`config.mk`:
```
export PLATFORM = sky130hd
export DESIGN_NAME = stim_sequencer
export DESIGN_NICKNAME = d
export VERILOG_FILES = /design/src/rtl/fsm_tb_pkg.sv /design/src/rtl/stim_sequencer_regfile.sv /design/src/rtl/stim_sequencer.sv
export SDC_FILE = /design/constraint.sdc
export NUM_CORES = 1
export LEC_CHECK = 0
export CORE_AREA = 5 5 207 209
export DETAILED_ROUTE_END_ITERATION = 10
export DIE_AREA = 0 0 212 214
export DONT_BUFFER_PORTS = 1
export GPL_TIMING_DRIVEN = 1
export PLACE_DENSITY = 0.54
export SLEW_MARGIN = 25
export SYNTH_ARGS = -nofsm -noshare
export SYNTH_HDL_FRONTEND = slang
export SYNTH_SLANG_ARGS = --single-unit
export TNS_END_PERCENT = 5
```
`constraint.sdc`:
```
create_clock -name clk -period 8.7 [get_ports clk]
set_input_delay 1.74 -clock clk [delete_from_list [all_inputs] [get_ports clk]]
set_output_delay 1.74 -clock clk [all_outputs]
set_load 0.1 [all_outputs]
```
`src/rtl/fsm_tb_pkg.sv`:
```
// Shared types for the stimulus sequencer: FSM states, default widths and the
// schedule entry layout.
package fsm_tb_pkg;

  localparam int unsigned TIME_W = 16;
  localparam int unsigned VEC_W  = 4;

  typedef enum logic [1:0] {
    IDLE = 2'd0,
    RUN  = 2'd1,
    DONE = 2'd2
  } state_e;

  typedef struct packed {
    logic [TIME_W-1:0] step_time;
    logic [VEC_W-1:0]  vec;
  } sched_entry_t;

endpackage

```
`src/rtl/stim_sequencer_regfile.sv`:
```
// Schedule storage: synchronous write, asynchronous read. Deliberately has no
// reset so the array maps onto plain flops without a reset tree.
module sched_regfile #(
  parameter int unsigned NUM_STEPS = 13,
  parameter int unsigned TIME_W    = 16,
  parameter int unsigned VEC_W     = 4,
  parameter int unsigned IDX_W     = 4
) (
  input  logic              clk,
  input  logic              we,
  input  logic [IDX_W-1:0]  waddr,
  input  logic [TIME_W-1:0] wtime,
  input  logic [VEC_W-1:0]  wvec,
  input  logic [IDX_W-1:0]  raddr,
  output logic [TIME_W-1:0] rd_time_c,
  output logic [VEC_W-1:0]  rd_vec_c
);

  localparam int unsigned ENTRY_W = TIME_W + VEC_W;

  logic [ENTRY_W-1:0] mem [NUM_STEPS];
  logic               raddr_ok;

  // Caller guarantees waddr is in range whenever we is set.
  always_ff @(posedge clk) begin
    if (we) begin
      mem[waddr] <= {wtime, wvec};
    end
  end

  assign raddr_ok = ({1'b0, raddr} < (IDX_W+1)'(NUM_STEPS));

  always_comb begin
    rd_time_c = '0;
    rd_vec_c  = '0;
    if (raddr_ok) begin
      {rd_time_c, rd_vec_c} = mem[raddr];
    end
  end

endmodule

```
`src/rtl/stim_sequencer.sv`:
```
// Timed stimulus generator: replays a loaded (time, vector) schedule into a
// downstream sequence checker, one step per cycle at most.
module stim_sequencer #(
  parameter int unsigned NUM_STEPS = 13,
  parameter int unsigned TIME_W    = fsm_tb_pkg::TIME_W,
  parameter int unsigned VEC_W     = fsm_tb_pkg::VEC_W,
  parameter int unsigned IDX_W     = $clog2(NUM_STEPS)
) (
  input  logic              clk,
  input  logic              reset,
  input  logic              load_en,
  input  logic [IDX_W-1:0]  load_addr,
  input  logic [TIME_W-1:0] load_time,
  input  logic [VEC_W-1:0]  load_vec,
  input  logic [IDX_W:0]    num_steps,
  input  logic              start,
  input  logic              hold,
  input  logic              abort,
  output logic [VEC_W-1:0]  stim_vec,
  output logic              step_valid,
  output logic [IDX_W-1:0]  step_idx,
  output logic              busy,
  output logic              done
);

  import fsm_tb_pkg::*;

  state_e            state, state_n;
  logic [TIME_W-1:0] counter, counter_n;
  logic [IDX_W-1:0]  idx, idx_n;
  logic [IDX_W:0]    count_lat, count_n;
  logic [VEC_W-1:0]  vec_n;
  logic              valid_n;
  logic [IDX_W-1:0]  sidx_n;
  logic              we_c;
  logic [IDX_W:0]    count_clamp_c;
  logic [TIME_W-1:0] rd_time_c;
  logic [VEC_W-1:0]  rd_vec_c;

  // Writes are accepted only outside a run and only for real entries.
  assign we_c = load_en && (state != RUN) &&
                ({1'b0, load_addr} < (IDX_W+1)'(NUM_STEPS));

  // Oversized counts would index past the register file; cap them.
  assign count_clamp_c = (num_steps > (IDX_W+1)'(NUM_STEPS)) ?
                         (IDX_W+1)'(NUM_STEPS) : num_steps;

  sched_regfile #(
    .NUM_STEPS (NUM_STEPS),
    .TIME_W    (TIME_W),
    .VEC_W     (VEC_W),
    .IDX_W     (IDX_W)
  ) u_regfile (
    .clk       (clk),
    .we        (we_c),
    .waddr     (load_addr),
    .wtime     (load_time),
    .wvec      (load_vec),
    .raddr     (idx),
    .rd_time_c (rd_time_c),
    .rd_vec_c  (rd_vec_c)
  );

  // State and datapath registers.
  always_ff @(posedge clk) begin
    if (reset) begin
      state      <= IDLE;
      counter    <= '0;
      idx        <= '0;
      count_lat  <= '0;
      stim_vec   <= '0;
      step_valid <= 1'b0;
      step_idx   <= '0;
      busy       <= 1'b0;
      done       <= 1'b0;
    end else begin
      state      <= state_n;
      counter    <= counter_n;
      idx        <= idx_n;
      count_lat  <= count_n;
      stim_vec   <= vec_n;
      step_valid <= valid_n;
      step_idx   <= sidx_n;
      busy       <= (state_n == RUN);
      done       <= (state_n == DONE);
    end
  end

  // Next-state and step issue; abort outranks start and step issue.
  always_comb begin
    state_n   = state;
    counter_n = counter;
    idx_n     = idx;
    count_n   = count_lat;
    vec_n     = stim_vec;
    valid_n   = 1'b0;
    sidx_n    = step_idx;
    if (abort) begin
      state_n = IDLE;
    end else begin
      unique case (state)
        IDLE, DONE: begin
          if (start) begin
            counter_n = '0;
            idx_n     = '0;
            count_n   = count_clamp_c;
            state_n   = (count_clamp_c == '0) ? DONE : RUN;
          end
        end
        RUN: begin
          if (!hold) begin
            if (counter >= rd_time_c) begin
              vec_n   = rd_vec_c;
              valid_n = 1'b1;
              sidx_n  = idx;
              idx_n   = idx + IDX_W'(1);
              if (((IDX_W+1)'(idx) + (IDX_W+1)'(1)) == count_lat) begin
                state_n = DONE;
              end
            end
            counter_n = (counter == '1) ? counter : counter + TIME_W'(1);
          end
        end
        default: state_n = IDLE;
      endcase
    end
  end

endmodule

```
# [Word level (Yosys, flattened, before mapping)]
# Memories as Yosys holds them, arrays and structs flattened. A register that Yosys moved wholly into a read port is not among the register bits.
# Index checks and enable logic that the tools add are counted.
[op_classes] n_reduce_logical=11 n_lt_le_gt_ge=4 bitwise=3 add_sub_neg=3 eq_ne=11 n_mul=0 div=0 mux=23 shift=0
[op_table] cell="$mux W16" n=4
[op_table] cell="$pmux W16 S2" n=1
[op_table] cell="$mux W4" n=6
[op_table] cell="$add A16 B1 Y16 const B" n=1
[op_table] cell="$eq A16 B16 Y1 const B" n=1
[op_table] cell="$ge A16 B16 Y1" n=1
[op_table] cell="$mux W2" n=6
[op_table] cell="$reduce_and A5 Y1" n=2
[op_table] cell="$lt A4 B4 Y1 const B" n=2
[op_table] cell="$ne A2 B2 Y1 const B" n=4
[op_table] cell="$pmux W4 S2" n=1
[op_table] cell="$add A4 B1 Y5 const B" n=1
[op_table] cell="$eq A5 B5 Y1" n=1
[op_table] cell="$gt A5 B4 Y1 const B" n=1
[op_table] cell="$logic_not A5 Y1" n=1
[op_table] cell="$mux W5" n=1
[op_table] cell="$add A4 B1 Y4 const B" n=1
[op_table] cell="$eq A2 B1 Y1 const B" n=2
[op_table] cell="$eq A2 B2 Y1 const B" n=2
[op_table] cell="$pmux W2 S2" n=1
[op_table] cell="$reduce_and A4 Y1" n=1
[op_table] cell="$reduce_or A4 Y1" n=1
[op_table] cell="$mux W1" n=3
[op_table] cell="$not A1 Y1" n=3
[op_table] cell="other kinds (6)" n=7
[totals] mem_bits_ro=0 n_memories=1 ram_bits=260 latchBits=0 input_bits=35 reg_bits=38
[memory_table] memory="u_regfile.mem" depth=13 width=20 rd=1 rd_ports_with_merged_regs=1 wr=1 line_no="stim_sequencer_regfile.sv:21" rtl="logic [ENTRY_W-1:0] mem [NUM_STEPS];"

# [Logic depth before layout (Yosys ltp)]
[logic_depth] word_depth=8 ltp_mapped=15

# [Hierarchy]
# From an unflattened synthesis, not the netlist that was laid out.
[unflattened] hier_cells=770 area_unflattened_um2=12330.6
[by_module_without_submodules] module="sched_regfile" seq_area_each_um2=7807.5 area_per_inst_um2=10209.8 cells_each=521 instances=1
[by_module_without_submodules] module="stim_sequencer" seq_area_each_um2=760.7 area_per_inst_um2=2120.8 cells_each=249 instances=1

# [Worst setup path before layout]
# Ideal clock, no wire load.
[synth_path] path_type="input to register" startpoint="input port load_addr[1]" endpoint="memory u_regfile.mem[8][0] (netlist name), enable pin" t_arrival_ns=3.689 setup_ns=0.427 required_time_ns=8.273 path_buffers=0 stages=2 path_slack_ns=4.584 cell_sequence="or3_1 > nor3b_1"
[synth_via] elab_chain_cells=4
[synth_lines] item="start, declared" line_no="stim_sequencer.sv:12" rtl="input logic [IDX_W-1:0] load_addr,"
[synth_lines] item="$lt A4 B4 Y1" line_no="stim_sequencer.sv:42" rtl="({1'b0, load_addr} < (IDX_W+1)'(NUM_STEPS));"
[synth_lines] item="$logic_and A1 B1 Y1" line_no="stim_sequencer.sv:41" rtl="assign we_c = load_en && (state != RUN) &&"
[synth_lines] item="$mux W1" line_no="stim_sequencer_regfile.sv:26" rtl="if (we) begin"
[synth_lines] item="$mux W1 (implied by the code)" line_no="stim_sequencer_regfile.sv:27" rtl="mem[waddr] <= {wtime, wvec};"
[synth_lines] item="end, declared" line_no="stim_sequencer_regfile.sv:21"
# Several ways; a longest one is shown, not always the timed one.

==> flow_summary_export.csv <==
group,metric,value,unit
floorplanning,die_h,214,um
timing,final-hold-violation-count,0,
critical_path,r2r_slack,4020,ps
finish,final_nets,724,
critical_path,path_cells,"buf_4, mux4_2, mux4_2, nand2_1, ha_1, a2111o_1, a32oi_1, a21o_1, nor2_1, a31o_2",
route,drc_errors,0,
grt,track_usage,0.117,
critical_path,crit_buf_inv,1,
cts,cts_tree,"done",
timing,relSlewSlack,0.306,
logic_synthesis,synth_nets,704,
critical_path,path_common_cell,"mux4_2",
cts,clock_latency,570,ps
finish,diodes,0,
cts,cts_hold_buf,0,
logic_synthesis,yosys.area.top_type_share,0.648,
critical_path,cp_slowest_cell,"dfxtp_4",
timing,drv_slew,0,
pwr,irDropWorstVdd,136,uV
placement,place_area,0.0128,mm2
cts,post_cts_buffers,0,
finish,area_growth,14.0,%
floorplanning,initial_utilization,0.296,
logic_synthesis,synth_cells,650,
run_status,status,"finished, final reports clean",
grt,antenna_found_initial,0,
timing,fin_crit,4680,ps
logic_synthesis,async_reset_ff_frac,0,
logic_synthesis,synth.distinct_cells,51,
cts,cts_max_path_buffers,3,
critical_path,r2r_cells,10,
hold_path,hp-class,"flop to flop",
critical_path,worstPathArrival,5130,ps
timing,fin_setup_tns,0,ps
critical_path,critPathMaxFanout,33,
route,drtPass1Iterations,5,
logic_synthesis,syn_area_per_cell,18.5,um2
logic_synthesis,yosysTopAreaCell,"edfxtp_1",
timing,fin_crit_sh,0.538,
placement,hpwlAfterDp,15.1,mm
cts,cts_buffers,31,
placement,place.gp.congestion,0.751,
floorplanning,rows,74,
logic_synthesis,synth_ff_type,"edfxtp_1",
logic_synthesis,netlist_area,0.0121,mm2
placement,io_buffers,0,
timing,worst_hold_slack,458,ps
cts,cts_resized,0,
pwr,powerDensity,212,mW/mm2
route,wl_per_cell,22.1,um
logic_synthesis,synth_edf_count,260,
timing,skew,12.7,ps
timing,worst_slew_pin_slew,1040,ps
critical_path,crit_cells,10,
finish,final_cell_area,0.0137,mm2
grt,grt_overflow_total,0,
grt,grt_pass1_vias,6033,
floorplanning,die_area,0.0454,mm2
cts,clock-sinks,302,
cts,clockRootBuffer,"clkbuf_16",
critical_path,r2r_end,"stim_vec[3]",
timing,rsz0062_at_grt,"no",
route,vias,5895,
cts,h-tree-depth,1,
pwr,p_leak,4.25,nW
logic_synthesis,synth_area_leaders,"edfxtp_1, mux4_2, dfxtp_1",
pwr,p_total,2.92,mW
critical_path,path_class,"flop to flop",
route,detail-route-antenna-nets,0,
critical_path,critPathCaptureType,"flop",
cts,clkTransAtPathRegs,60,ps
grt,grt_pass1_wl,40.2,mm
route,drt_first_iter_violations,520,
logic_synthesis,yosys_register_bits,302,
critical_path,endpoint,"stim_vec[3]",
logic_synthesis,yosysWarningCount,0,
floorplanning,core,0.0406,mm2
logic_synthesis,synth_commonest_cells,"edfxtp_1, mux4_2, dfxtp_1",
timing,setup_viol,0,
floorplanning,io-pin-count,46,
critical_path,startpoint_type,"flop",
route,vias_per_cell,4.81,
run,maxCapViolCount,0,
critical_path,crit_family,"compound AO/OA/AOI/OAI gates",
critical_path,critical_path_required,9160,ps
timing,fmax,0.214,GHz
finish,drive_gt1_frac,0.232,
grt,grt_max_degree,50,
logic_synthesis,synthMostInstantiatedCell,"edfxtp_1",
logic_synthesis,yosysSeqAreaShare,0.718,
floorplanning,die_x,212,um
route,wl,27.0,mm
critical_path,slowest_delay,820,ps
## stage by stage
stage | util | cells | setup WS [ps]
finish | 0.338 | 1226 | 4020
global route | 0.338 | 1226 | 3600
CTS | 0.338 | 1226 | 3900
detailed placement | 0.314 | 1169 | 3930
global placement | 0.314 | 1169 | 3970
floorplan | - | 650 | 4580
## power by group
| part | total (mW) | switching (mW) | internal, mW |
|---|---|---|---|
| clock | 1.28 | 0.538 | 0.740 |
| sequential | 1.60 | 0.00729 | 1.59 |
| combinational | 0.0413 | 0.0275 | 0.0139 |
## worst min-delay path, cell delays in order (launching register included)
cell and delay [ps]:
dfxtp_1 300, inv_1 70, nor2_1 50
## flip-flops by register name, indices dropped and copies added (netlist names), named ones only
signal,count
counter,16
step_idx,4
idx,4
u_regfile.mem,260
done,1
step_valid,1
stim_vec,4
state,2
count_lat,5
busy,1
## kinds of logic after synthesis
logic type | share of synthesized area
buffers and inverters | 0.0135
muxes | 0.152
xor gates and xnor gates | 0.0153
adders and majority gates | 0.0197
AOI/OAI and AO/OA | 0.0252
and+or+nand+nor | 0.0563
DFF | 0.718
## area by class of cell
| class | count | area [um2] |
|---|---|---|
| fillers | 3797 | 26900 |
| flip-flops and latches | 302 | 8650 |
| multi-input cells | 310 | 3280 |
| clock buffers | 36 | 795 |
| well taps | 532 | 666 |
| clock inverters | 21 | 188 |
| repair buffers | 18 | 135 |
| inverters | 7 | 26.3 |
## metal layers
| layer | routed length [um] | track usage |
|---|---|---|
| met1 | 12600 | 0.172 |
| met4 | 512 | 0.0215 |
| met3 | 1620 | 0.0275 |
| met2 | 12300 | 0.179 |
| met5 | 0 | 0 |
## cell usage in the layout, fill, tap and decap left out, types with 6 or more instances in the layout
| cell type | n |
|---|---|
| edfxtp_1 | 260 |
| mux4_2 | 76 |
| nand2_1 | 40 |
| dfxtp_1 | 39 |
| clkbuf_16 | 31 |
| nor2_1 | 30 |
| ha_1 | 19 |
| buf_4 | 18 |
| xor2_1 | 13 |
| nor2_2 | 10 |
| nand3_1 | 10 |
| clkinv_1 | 9 |
| a21oi_1 | 9 |
| nand4_1 | 9 |
| mux2i_1 | 8 |
| xnor2_1 | 8 |
| nand2b_1 | 7 |
| inv_1 | 6 |
| nor3_1 | 6 |
| clkinv_2 | 6 |
## worst min path at each step
stage                       startpoint            to  depth (start not counted)
final                     count_lat[4]  count_lat[4]                          2
after global routing      count_lat[4]  count_lat[4]                          2
after CTS                 count_lat[4]  count_lat[4]                          2
after detailed placement  count_lat[4]  count_lat[4]                          2
after global placement    count_lat[4]  count_lat[4]                          2
after floorplan           count_lat[4]  count_lat[4]                          2
No activity file was read; power rests on OpenSTA's default activity.
